## config.mk

```make
export PLATFORM = sky130hd
export DESIGN_NAME = spdif_frame_assembler
export DESIGN_NICKNAME = d
export VERILOG_FILES = /design/src/rtl/spdif_frame_assembler.sv
export SDC_FILE = /design/constraint.sdc
export NUM_CORES = 1
export LEC_CHECK = 0
export ABC_AREA = 1
export BUFFER_PORTS_ARGS = -buffer_cell sky130_fd_sc_hd__buf_2
export CORE_ASPECT_RATIO = 1.5
export CORE_MARGIN = 2
export CORE_UTILIZATION = 54
export CTS_BUF_LIST = sky130_fd_sc_hd__clkbuf_16
export DETAILED_ROUTE_END_ITERATION = 12
export PLACE_DENSITY = 0.82
export SYNTH_ARGS = -nofsm -noshare
export SYNTH_HDL_FRONTEND = slang
export SYNTH_SLANG_ARGS = --single-unit
```

## constraint.sdc

```tcl
create_clock -name clk -period 2.5 [get_ports clk]
set_input_delay 0.125 -clock clk [delete_from_list [all_inputs] [get_ports clk]]
set_output_delay 0.125 -clock clk [all_outputs]
set_load 0.005 [all_outputs]
```

## src/rtl/spdif_frame_assembler.sv

```systemverilog
// spdif_frame_assembler
//   Pairs decoded S/PDIF subframes (left on B/M preamble, right on W) into
//   stereo frames. It checks parity and the preamble order, and it tracks the
//   position of each frame inside the 192-frame block. Completed pairs go to a
//   one-entry valid/ready output buffer.
//
// Optional feature: define SPDIF_CS_CAPTURE_EN to capture channel-status
// bits 0..31 into cs_word. Without it, cs_word and cs_valid are tied to 0.
//
// Ports
//   clk, rstn        clock, asynchronous active-low reset
//   sf_strobe        one-cycle strobe marking a valid subframe
//   sf_data[27:0]    {P, C, U, V, audio[23:0]}
//   sf_sync[1:0]     preamble: 0=B, 1=M, 2=W, 3=invalid
//   out_valid/ready  stereo pair handshake
//   out_left/right   sample MSBs, SAMPLE_W wide
//   out_vflag        {right V, left V}
//   out_block_start  the pair is frame 0 of a block
//   locked           LOCK_FRAMES error-free pairs seen since the last error
//   frame_idx        frame position 0..191
//   cs_word/cs_valid captured channel-status word and its update pulse
//   err_count        saturating error counter
//   overflow         sticky: a pair was dropped because the buffer was full
module spdif_frame_assembler #(
  parameter int SAMPLE_W    = 24,
  parameter int LOCK_FRAMES = 4
) (
  input  logic                clk,
  input  logic                rstn,
  input  logic                sf_strobe,
  input  logic [27:0]         sf_data,
  input  logic [1:0]          sf_sync,
  output logic                out_valid,
  input  logic                out_ready,
  output logic [SAMPLE_W-1:0] out_left,
  output logic [SAMPLE_W-1:0] out_right,
  output logic [1:0]          out_vflag,
  output logic                out_block_start,
  output logic                locked,
  output logic [7:0]          frame_idx,
  output logic [31:0]         cs_word,
  output logic                cs_valid,
  output logic [7:0]          err_count,
  output logic                overflow
);
  localparam logic [1:0] SYNC_B = 2'd0;
  localparam logic [1:0] SYNC_M = 2'd1;
  localparam logic [1:0] SYNC_W = 2'd2;
  localparam logic [1:0] SYNC_X = 2'd3;
  localparam logic [7:0] LOCK_MAX   = 8'(LOCK_FRAMES);
  localparam logic [7:0] LAST_FRAME = 8'd191;

  typedef enum logic {HUNT = 1'b0, WAIT_R = 1'b1} state_e;
  state_e state_q, state_d;

  logic                parity_ok, is_b, is_m, is_w, seq_err;
  logic                err_evt, resync, acc_left, complete;

  logic [SAMPLE_W-1:0] lsamp_q, lsamp_d;
  logic                lv_q, lv_d, lb_q, lb_d;
  logic                block_sync_q, block_sync_d;
  logic [7:0]          pend_idx_q, pend_idx_d;
  logic [7:0]          good_cnt_q, good_cnt_d;
  logic [7:0]          frame_idx_q, frame_idx_d;
  logic [7:0]          err_q, err_d;
  logic                ovalid_q, ovalid_d, ovf_q, ovf_d, obs_q, obs_d;
  logic [SAMPLE_W-1:0] oleft_q, oleft_d, oright_q, oright_d;
  logic [1:0]          ovflag_q, ovflag_d;

  // FSM state register
  always_ff @(posedge clk or negedge rstn) begin
    if (!rstn) state_q <= HUNT;
    else       state_q <= state_d;
  end

  // FSM output decode: classify the current subframe
  always_comb begin
    parity_ok = ~(^sf_data);
    is_b      = (sf_sync == SYNC_B);
    is_m      = (sf_sync == SYNC_M);
    is_w      = (sf_sync == SYNC_W);
    seq_err   = 1'b0;
    if (sf_sync == SYNC_X)
      seq_err = 1'b1;
    else if (state_q == HUNT)
      seq_err = is_w
             || (block_sync_q && is_m && frame_idx_q == LAST_FRAME)
             || (block_sync_q && is_b && frame_idx_q != LAST_FRAME);
    else
      seq_err = is_b || is_m;
    err_evt  = sf_strobe && (!parity_ok || seq_err);
    // A clean B that breaks the sequence still starts a new block.
    resync   = err_evt && parity_ok && is_b;
    acc_left = resync
            || (sf_strobe && parity_ok && !seq_err && state_q == HUNT && (is_b || is_m));
    complete = sf_strobe && parity_ok && state_q == WAIT_R && is_w;
  end

  // FSM next state
  always_comb begin
    state_d = state_q;
    if (acc_left)                 state_d = WAIT_R;
    else if (err_evt || complete) state_d = HUNT;
  end

  // Datapath next state
  always_comb begin
    lsamp_d      = lsamp_q;
    lv_d         = lv_q;
    lb_d         = lb_q;
    block_sync_d = block_sync_q;
    pend_idx_d   = pend_idx_q;
    good_cnt_d   = good_cnt_q;
    frame_idx_d  = frame_idx_q;
    err_d        = err_q;
    ovalid_d     = ovalid_q;
    ovf_d        = ovf_q;
    obs_d        = obs_q;
    oleft_d      = oleft_q;
    oright_d     = oright_q;
    ovflag_d     = ovflag_q;

    if (err_evt) begin
      if (err_q != 8'hFF) err_d = err_q + 8'd1;
      good_cnt_d   = 8'd0;
      block_sync_d = 1'b0;
    end

    // Evaluated after the error clear so that a resync B can set block_sync again.
    if (acc_left) begin
      lsamp_d = sf_data[23 -: SAMPLE_W];
      lv_d    = sf_data[24];
      lb_d    = is_b;
      if (is_b) begin
        block_sync_d = 1'b1;
        pend_idx_d   = 8'd0;
      end else begin
        pend_idx_d = block_sync_q ? frame_idx_q + 8'd1 : 8'd0;
      end
    end

    if (ovalid_q && out_ready) ovalid_d = 1'b0;

    if (complete) begin
      frame_idx_d = pend_idx_q;
      if (good_cnt_q != LOCK_MAX) good_cnt_d = good_cnt_q + 8'd1;
      if (!ovalid_q || out_ready) begin
        ovalid_d = 1'b1;
        oleft_d  = lsamp_q;
        oright_d = sf_data[23 -: SAMPLE_W];
        ovflag_d = {sf_data[24], lv_q};
        obs_d    = block_sync_q && lb_q;
      end else begin
        ovf_d = 1'b1;
      end
    end
  end

  always_ff @(posedge clk or negedge rstn) begin
    if (!rstn) begin
      lsamp_q      <= '0;
      lv_q         <= 1'b0;
      lb_q         <= 1'b0;
      block_sync_q <= 1'b0;
      pend_idx_q   <= 8'd0;
      good_cnt_q   <= 8'd0;
      frame_idx_q  <= 8'd0;
      err_q        <= 8'd0;
      ovalid_q     <= 1'b0;
      ovf_q        <= 1'b0;
      obs_q        <= 1'b0;
      oleft_q      <= '0;
      oright_q     <= '0;
      ovflag_q     <= 2'b00;
    end else begin
      lsamp_q      <= lsamp_d;
      lv_q         <= lv_d;
      lb_q         <= lb_d;
      block_sync_q <= block_sync_d;
      pend_idx_q   <= pend_idx_d;
      good_cnt_q   <= good_cnt_d;
      frame_idx_q  <= frame_idx_d;
      err_q        <= err_d;
      ovalid_q     <= ovalid_d;
      ovf_q        <= ovf_d;
      obs_q        <= obs_d;
      oleft_q      <= oleft_d;
      oright_q     <= oright_d;
      ovflag_q     <= ovflag_d;
    end
  end

`ifdef SPDIF_CS_CAPTURE_EN
  logic [31:0] cs_shift_q, cs_shift_d, cs_word_q, cs_word_d;
  logic        lc_q, lc_d, cs_valid_q, cs_valid_d;

  // The C bit is held with the left subframe. It is committed only when the
  // pair completes, so that an aborted frame leaves no trace.
  always_comb begin
    cs_shift_d = cs_shift_q;
    cs_word_d  = cs_word_q;
    lc_d       = lc_q;
    cs_valid_d = 1'b0;
    if (err_evt)  cs_shift_d = '0;
    if (acc_left) lc_d = sf_data[26];
    if (complete && block_sync_q && pend_idx_q < 8'd32) begin
      cs_shift_d[pend_idx_q[4:0]] = lc_q;
      if (pend_idx_q == 8'd31) begin
        cs_word_d  = cs_shift_d;
        cs_valid_d = 1'b1;
      end
    end
  end

  always_ff @(posedge clk or negedge rstn) begin
    if (!rstn) begin
      cs_shift_q <= '0;
      cs_word_q  <= '0;
      lc_q       <= 1'b0;
      cs_valid_q <= 1'b0;
    end else begin
      cs_shift_q <= cs_shift_d;
      cs_word_q  <= cs_word_d;
      lc_q       <= lc_d;
      cs_valid_q <= cs_valid_d;
    end
  end

  assign cs_word  = cs_word_q;
  assign cs_valid = cs_valid_q;
`else
  assign cs_word  = 32'd0;
  assign cs_valid = 1'b0;
`endif

  assign out_valid       = ovalid_q;
  assign out_left        = oleft_q;
  assign out_right       = oright_q;
  assign out_vflag       = ovflag_q;
  assign out_block_start = obs_q;
  assign locked          = (good_cnt_q == LOCK_MAX);
  assign frame_idx       = frame_idx_q;
  assign err_count       = err_q;
  assign overflow        = ovf_q;

endmodule
```

==> out/metrics.yaml, run 1 <==
finalClockSkew_ns: 0.00680
crit_fanout: 38
crit_path_end_kind: "register"
finalSetupTns_ns: 0
final_common_cell: "nand2_1"
synth_compound_area_share_pct: 6.49
place_area_mm2: 0.00643
routedWlPerCell_um: 13.4
grt_max_degree: 84
most-common-layout-cells: "nand2_1 (273), dfrtp_1 (113), buf_2 (102)"
drive_gt1_share_pct: 18.1
cts.clk_slew.worst_paths_ns: 0.05
synthAdderAreaFrac_pct: 0.845
cts_tree: "built"
syn_area_per_cell_um2: 7.78
ys_types: 34
ios: 137
synthCells: 761
yosys_warnings: 0
rsz0062_at_grt: "false"
power_density_mw_per_mm2: 792
grt_antenna_before_repair: 0
cts_max_path_buffers: 2
syn-cell-area_mm2: 0.00592
cts_sinks: 113
finalCriticalPeriod_ns: 2.22
initial_core_util_pct: 55.6
yosysTopAreaCellShare_pct: 47.8
clk_latency_ns: 0.41
hold_ws_ns: 0.00894
required_ns: 2.82
min_period_over_period_pct: 88.6
maxSlewViolCount: 0
ir_drop_mv: 0.516
ant_nets: 0
diodes: 0
synth_top_family_by_area: "simple AND/OR/NAND/NOR gates"
slew_headroom_pct: 56.7
vias_per_cell: 5.11
critPathKind: "in -> reg"
fmax_mhz: 451
core_area_mm2: 0.0106
tightest_slew_ns: 0.647
syn2layout_area_growth_pct: 22.0
synth.largest_area_cell: "dfrtp_1"
fp.dieH_um: 132
setup_viol: 0
grt_util_all_layers_pct: 24.4
nets: 925
yosysSeqAreaShare_pct: 47.8
cp.arrival_ns: 2.53
final_cell_area_mm2: 0.00722
p_leak_nw: 4.08
hold_viol: 0
synth_mux_area_share_pct: 0
cts_made_buffers: 17
synth_xor_area_share_pct: 2.22
hpwl_mm: 9.33
io_buffer_count: 103
first_pass_iters: 7
h-tree-depth: 4
die_area_mm2: 0.0118
overflow: 0
vias: 5330
wirelength_mm: 14.0
clockRootBuffer: "clkbuf_16"
crit_path_start_kind: "input pin"
dieWidth_um: 89.5
fin_util_pct: 67.8
ys_ff_latch: 113
hp-class: "in -> reg"
drt-initial-drc-count: 242
status: "finished, final reports clean"
maxCapViolCount: 0
synth_area_leaders: "dfrtp_1 (48%), nand2_1 (17%), nand3_1 (8.3%)"
num_rows: 46
drc: 0
synthSimpleGateAreaFrac_pct: 30.5
grt_pass1_wl_mm: 22.9
gp_congestion: 0.871
grt_pass1_vias: 5113
==> synthesized netlist by cell type <==
cell type / count
a21boi_2: 1
a21oi_1: 5
buf_2: 14
buf_4: 36
buf_6: 7
clkbuf_1: 2
conb_1: 1
dfrtp_1: 113
ha_1: 4
inv_1: 71
inv_2: 6
nand2_1: 273
nand2_2: 6
nand2_4: 2
nand2_8: 1
nand3_1: 98
nand3_2: 1
nand3b_1: 1
nand4_1: 3
nand4_2: 2
nand4_4: 1
nor2_1: 25
nor3_1: 3
nor3b_1: 1
o2111ai_1: 1
o211ai_1: 1
o21ai_0: 31
o21ai_1: 32
o21ai_2: 1
o21bai_1: 1
or2_2: 1
or4_1: 1
xnor2_1: 7
xor2_1: 8
==> registers in the layout, indices dropped and copies added, names as in the netlist, 2 cells and up <==
name and count:
lsamp_q 24, out_left 24, out_right 24, err_count 8
frame_idx 8, good_cnt_q 8, pend_idx_q 8, out_vflag 2
==> critical path, cell delays in order <==
cell           delay [ns]
dlygate4sd3_1        0.54
buf_2                0.15
inv_1                0.09
nand2_1              0.06
nand2_1              0.13
nand2_1              0.07
nand2_1              0.08
nand3_1              0.06
nand2_1              0.08
nand2_1              0.07
nand2_2              0.11
nand2_4              0.08
nand2_8              0.11
nand4_4              0.27
buf_12               0.30
o21ai_0              0.19
==> cell type report <==
type / instances / area, um^2
Inverter: 77 / 289
Timing Repair Buffer: 133 / 828
Sequential cell: 113 / 2830
Clock buffer: 17 / 425
Fill cell: 853 / 3430
Tap cell: 144 / 180
Multi-Input combinational cell: 545 / 2520
Clock inverter: 15 / 150
==> report_power, final <==
part | total [mW] | leakage [nW] | switching (mW) | internal [mW]
registers | 2.37 | 1.52 | 0.217 | 2.16
logic | 0.998 | 2.29 | 0.583 | 0.415
clock network | 2.34 | 0.279 | 0.810 | 1.53
total | 5.72 | 4.08 | 1.61 | 4.11
==> stage by stage <==
stage	power [mW]	worst slack [ns]	cells
after detailed placement	3.35	0.278	992
after CTS	5.73	0.174	1043
after floorplan	3.03	0.609	793
after global routing	6.02	0.00960	1044
after global placement	3.32	0.370	992
final	5.72	0.285	1044
==> worst paths after layout <==
path / from / end / slack [ns] / cells after the start
setup / recovery: sf_data[14] / out_left[6] / 0.28 / 16
hold / removal: sf_data[5] / lsamp_q[5] / 0.009 / 3
setup reg to reg: frame_idx[0] / err_count[0] / 0.30 / 12
hold reg to reg: out_left[10] / out_left[10] / 0.47 / 2
max in group asynchronous: rstn / lv_q / 1.54 / 3
min in group asynchronous: rstn / out_left[6] / 0.18 / 2
==> what timing repair did <==
action / 4_1_cts / 5_1_grt
endpoints found under the setup margin: 0 / 49
buffers inserted: 0 / 0
resized for setup: 0 / 2
hold buffers: 19 / 0
endpoints found under the hold margin: 50 / 0
==> layer usage <==
metal	vias up	global-route usage [%]	wire length (um)
li1	2609	-	-
met1	2488	28.9	5560
met2	194	41.4	7330
met3	39	5.13	690
met4	0	10.9	383
met5	-	0	0
==> logic make-up after synthesis <==
logic type / Yosys count
XOR/XNOR: 15
other: 1
AND/OR/NAND/NOR: 419
flip-flops: 113
adder cells (fa/ha/maj): 4
buffers and inverters: 136
AO/OA/AOI/OAI: 73
(Power assumes the default switching activity.)
==> inputs of run 2 (changes only) <==
CORE_ASPECT_RATIO = 0.8   (was 1.5)
CORE_UTILIZATION = 30   (was 54)
PLACE_DENSITY = 0.52   (was 0.82)
SKIP_CTS_REPAIR_TIMING = 1   (was default)
==> run 2 against run 1 <==
Clock power barely moved. Critical path type is now reg -> reg. Fmax fell by 0.94%. Final area rose by 0.78%. Worst hold slack got worse by 0.025 ns. Non-clock buffer count fell by 11. Die area rose by 76%. Register-to-register slack got worse by 0.04 ns. The flow now finishes with violations (hold timing). Largest cell class unchanged. Setup slack got worse by 0.021 ns.
==> out/metrics.yaml, run 2 (same netlist as run 1, synthesis figures left out) <==
p_leak_nw: 4.05
wirelength_mm: 14.6
ant_nets: 0
drc: 0
grt_max_degree: 67
nets: 913
first_pass_iters: 4
clk_latency_ns: 0.41
vias_per_cell: 4.35
min_period_over_period_pct: 89.4
routedWlPerCell_um: 12.8
finalSetupTns_ns: 0
tightest_slew_ns: 0.584
violations: "hold timing"
core_area_mm2: 0.0191
crit_path_end_kind: "register"
required_ns: 2.80
cts.clk_slew.worst_paths_ns: 0.06
most-common-layout-cells: "nand2_1 (273), dfrtp_1 (113), buf_2 (102)"
crit_chain: "ha_1 -> nand4_1 -> nor2_1 -> nand3_1 -> nand4_1 -> o21ai_2 -> nand3_1 -> nand2_2 -> inv_2 -> nand2_2 -> nand2_1 -> nand2_1"
critPathKind: "reg -> reg"
drt-initial-drc-count: 414
overflow: 0
slew_headroom_pct: 61.1
power_density_mw_per_mm2: 783
h-tree-depth: 4
final_common_cell: "nand2_1"
dieWidth_um: 161
cp.arrival_ns: 2.54
path_delay_family: "simple AND/OR/NAND/NOR gates"
syn2layout_area_growth_pct: 22.9
pwr-share-seq_pct: 41.7
maxCapViolCount: 0
ios: 137
final_cells: 1146
grt_antenna_before_repair: 0
swShare_pct: 29.4
cp_slowest_cell: "dfrtp_1"
cts_max_path_buffers: 2
grt_util_all_layers_pct: 14.2
fp.dieH_um: 130
io_buffer_count: 103
cts_made_buffers: 17
hold_ws_ns: -0.0160
worst-path-buf-inv: 1
diodes: 0
cts_tree: "built"
slowest_delay_ns: 0.43
finalClockSkew_ns: 0.00868
fmax_mhz: 447
grt_pass1_wl_mm: 23.5
hold_viol: 5
gp_congestion: 0.806
crit_path_start_kind: "register"
crit_fanout: 10
maxSlewViolCount: 0
vias: 4985
cts_sinks: 113
rsz0062_at_grt: "false"
status: "finished, violations left"
intPower_mw: 4.02
p_total_mw: 5.70
setup_viol: 0
drive_gt1_share_pct: 18.4
switchingPower_mw: 1.68
grt_pass1_vias: 4551
dp_cells: 1104
num_rows: 45
hpwl_mm: 10.1
comb_power_share_pct: 17.1
clockRootBuffer: "clkbuf_16"
initial_core_util_pct: 30.9
fin_ws_ns: 0.264
die_area_mm2: 0.0209
pwr-share-clk_pct: 41.2
pre_cts_ws_ns: 0.288
ir_drop_mv: 0.380
finalCriticalPeriod_ns: 2.24
hp-class: "in -> reg"
-- run 2: cell count changes in the layout (fill, tap and decap cells not counted), moves of 2 or more --
cell | previous run | this run
clkinv_1 | 6 | 1
clkinvlp_4 | 2 | 4
clkinv_4 | 1 | 3
buf_4 | 9 | 4
dlygate4sd3_1 | 19 | 10
buf_12 | 3 | 6
-- run 2: metal layers --
layer / part of all wire [%] / track usage (%) / up-vias
met5: 0 / 0 / -
met2: 41 / 20.0 / 110
met3: 4.8 / 3.75 / 11
met4: 0.99 / 4.25 / 0
met1: 53 / 21.1 / 2287
li1: - / - / 2577
-- run 2: power groups by stage --
stage	registers, mW	clock network, mW	logic (mW)
global placement	2.41	0	0.952
floorplan	2.35	0	0.673
detailed placement	2.40	0	0.977
CTS	2.38	2.41	0.978
finish	2.38	2.35	0.973
global route	2.42	2.50	1.13
-- run 2: through the flow --
stage,instance area (um^2),utilization (%),hold slack [ns]
2_1_floorplan,6040,-,-0.171
3_3_place_gp,6610,34.5,0.165
3_5_place_dp,6610,34.5,0.166
4_1_cts,7180,37.5,-0.281
5_1_grt,7280,38.0,0.000680
6_report,7280,38.0,-0.0160
-- run 2: final timing paths --
kind / from / end / slack, ns / cells past startpoint
max: frame_idx[0] / err_count[7] / 0.26 / 12
min: sf_data[20] / lsamp_q[20] / -0.02 / 3
max reg2reg: frame_idx[0] / err_count[7] / 0.26 / 12
min reg2reg: out_left[11] / out_left[11] / 0.48 / 2
max in group asynchronous: rstn / out_block_start / 1.49 / 3
min in group asynchronous: rstn / out_right[9] / 0.25 / 2
-- run 2: worst reg2reg max path, delay by kind of cell (launching register included) --
kind            cells  cell delay, ns
simple gates        9            1.20
flops               1            0.43
compound gates      1            0.08
fa+ha+maj           1            0.22
buf+inv             1            0.20
-- run 2: layout make-up --
type	instances	area (um^2)
well taps	258	323
flip-flops and latches	113	2830
fillers	1998	11900
clock buffers	17	425
inverters	77	289
clock inverters	15	146
repair buffers	122	761
multi-input cells	544	2500
==> inputs of run 3 (changes only) <==
REMOVE_ABC_BUFFERS = 1   (was default)
==> run 3 against run 2 <==
The run still ends with hold timing left. Total power down 2.9%. Sequential power about the same. Routed wire length down 1.0%. Clock skew about the same. Worst hold slack worse by 0.00099 ns. Register-to-register slack better by 0.05 ns. Final area down 0.62%. Global-route usage up 0.26 points. Fmax up 2.2%. Non-clock buffer count up 3. Critical path type unchanged.
==> out/metrics.yaml, run 3 (same netlist as run 1, synthesis figures left out) <==
fmax_mhz: 457
r2r-start: "frame_idx[0]"
drt-initial-drc-count: 243
status: "finished, violations left"
clockRootBuffer: "clkbuf_16"
grt_antenna_before_repair: 0
fp.dieH_um: 130
most-common-layout-cells: "nand2_1 (273), dfrtp_1 (113), buf_2 (102)"
finalClockSkew_ns: 0.00908
crit_path_start_kind: "register"
finalCriticalPeriod_ns: 2.19
intPower_mw: 3.90
ir_drop_mv: 0.276
drc: 0
wirelength_mm: 14.5
first_pass_iters: 5
fillCellCount: 2069
syn2layout_area_growth_pct: 22.1
setup_viol: 0
dieWidth_um: 161
comb_power_share_pct: 17.6
ios: 137
grt_pass1_wl_mm: 23.7
min_period_over_period_pct: 87.5
hpwl_mm: 10.1
diodes: 0
vias: 4998
clk_latency_ns: 0.41
rsz0062_at_grt: "false"
cts_sinks: 113
reg2reg_slack_ns: 0.31
num_rows: 45
maxCapViolCount: 0
final_common_cell: "nand2_1"
finalSetupTns_ns: 0
maxSlewViolCount: 0
power_density_mw_per_mm2: 765
switchingPower_mw: 1.63
fin_util_pct: 37.8
io_buffer_count: 103
cts.clk_slew.worst_paths_ns: 0.05
required_ns: 2.80
swShare_pct: 29.5
hold_ws_ns: -0.0170
p_leak_nw: 4.05
fin_ws_ns: 0.312
reg2regPathDepth: 12
grt_max_degree: 63
drive_gt1_share_pct: 18.6
vias_per_cell: 4.35
slew_headroom_pct: 62.0
min_to: "lsamp_q[21]"
violations: "hold timing"
cts_made_buffers: 17
pre_cts_ws_ns: 0.292
grt_util_all_layers_pct: 14.5
crit_path_end_kind: "register"
p_total_mw: 5.53
crit_fanout: 10
gp_congestion: 0.798
critPathKind: "reg -> reg"
ant_nets: 0
cts_max_path_buffers: 2
overflow: 0
hp-class: "in -> reg"
pwr-share-clk_pct: 39.7
nets: 916
pwr-share-seq_pct: 42.7
routedWlPerCell_um: 12.6
hold_viol: 5
core_area_mm2: 0.0191
grt_pass1_vias: 4666
r2r_end: "err_count[7]"
holdPathStages: 3
tightest_slew_ns: 0.567
initial_core_util_pct: 30.9
min_from: "sf_data[21]"
cp.arrival_ns: 2.49
cts_tree: "built"
die_area_mm2: 0.0209
h-tree-depth: 4
## run 3: cell types whose count changed in the layout (fill, tap and decap cells not counted), sizes merged
cell,delta
buf,+3
bufinv,-1
clkinv,+3
clkinvlp,-1
inv,-1
## run 3: how the worst max path moves through the flow
stage | startpoint | to | slack (ns) | cells past startpoint
2_1_floorplan | frame_idx[0] | lsamp_q[0] | 0.33 | 12
3_3_place_gp | frame_idx[0] | err_count[3] | 0.40 | 12
3_5_place_dp | frame_idx[0] | err_count[7] | 0.29 | 12
4_1_cts | frame_idx[0] | err_count[7] | 0.28 | 12
5_1_grt | frame_idx[0] | err_count[5] | 0.0008 | 13
6_report | frame_idx[0] | err_count[7] | 0.31 | 12
## run 3: critical path, cell delays in order (launching register included)
cell and delay, ns:
dfrtp_1 0.40, ha_1 0.21, nand4_1 0.13, nor2_1 0.22, nand3_1 0.13, nand4_1 0.14
o21ai_2 0.08, nand3_1 0.12, nand2_2 0.16, inv_2 0.19, nand2_2 0.15, nand2_1 0.09
nand2_1 0.05
## run 3: cell type report
cell class              count  area [um^2]  share of cell area, %
well taps                 258          323                   4.46
multi-input cells         544         2500                   34.6
repair buffers            125          758                   10.5
flip-flops and latches    113         2830                   39.1
inverters                  77          289                   4.00
clock inverters            15          104                   1.44
clock buffers              17          425                   5.88
## run 3: metal layers
metal / part of all wire, % / track usage [%] / wire length [um]
met5: 0 / 0 / 0
met4: 1.0 / 4.78 / 146
met3: 6.1 / 4.51 / 881
met2: 41 / 20.8 / 5980
met1: 52 / 20.6 / 7450
## run 3: through the flow
| step | instance area [um^2] | std cells |
|---|---|---|
| finish | 7230 | 1149 |
| detailed placement | 6600 | 1107 |
| floorplan | 5610 | 734 |
| global route | 7230 | 1149 |
| global placement | 6600 | 1107 |
| CTS | 7130 | 1139 |
## run 3: power by group through the flow
stage          Clock [mW]  Combinational, mW  Sequential (mW)
2_1_floorplan           0              0.615             2.35
3_3_place_gp            0              0.965             2.40
3_5_place_dp            0              0.972             2.40
4_1_cts              2.26              0.980             2.37
5_1_grt              2.35               1.15             2.41
6_report             2.20              0.971             2.36
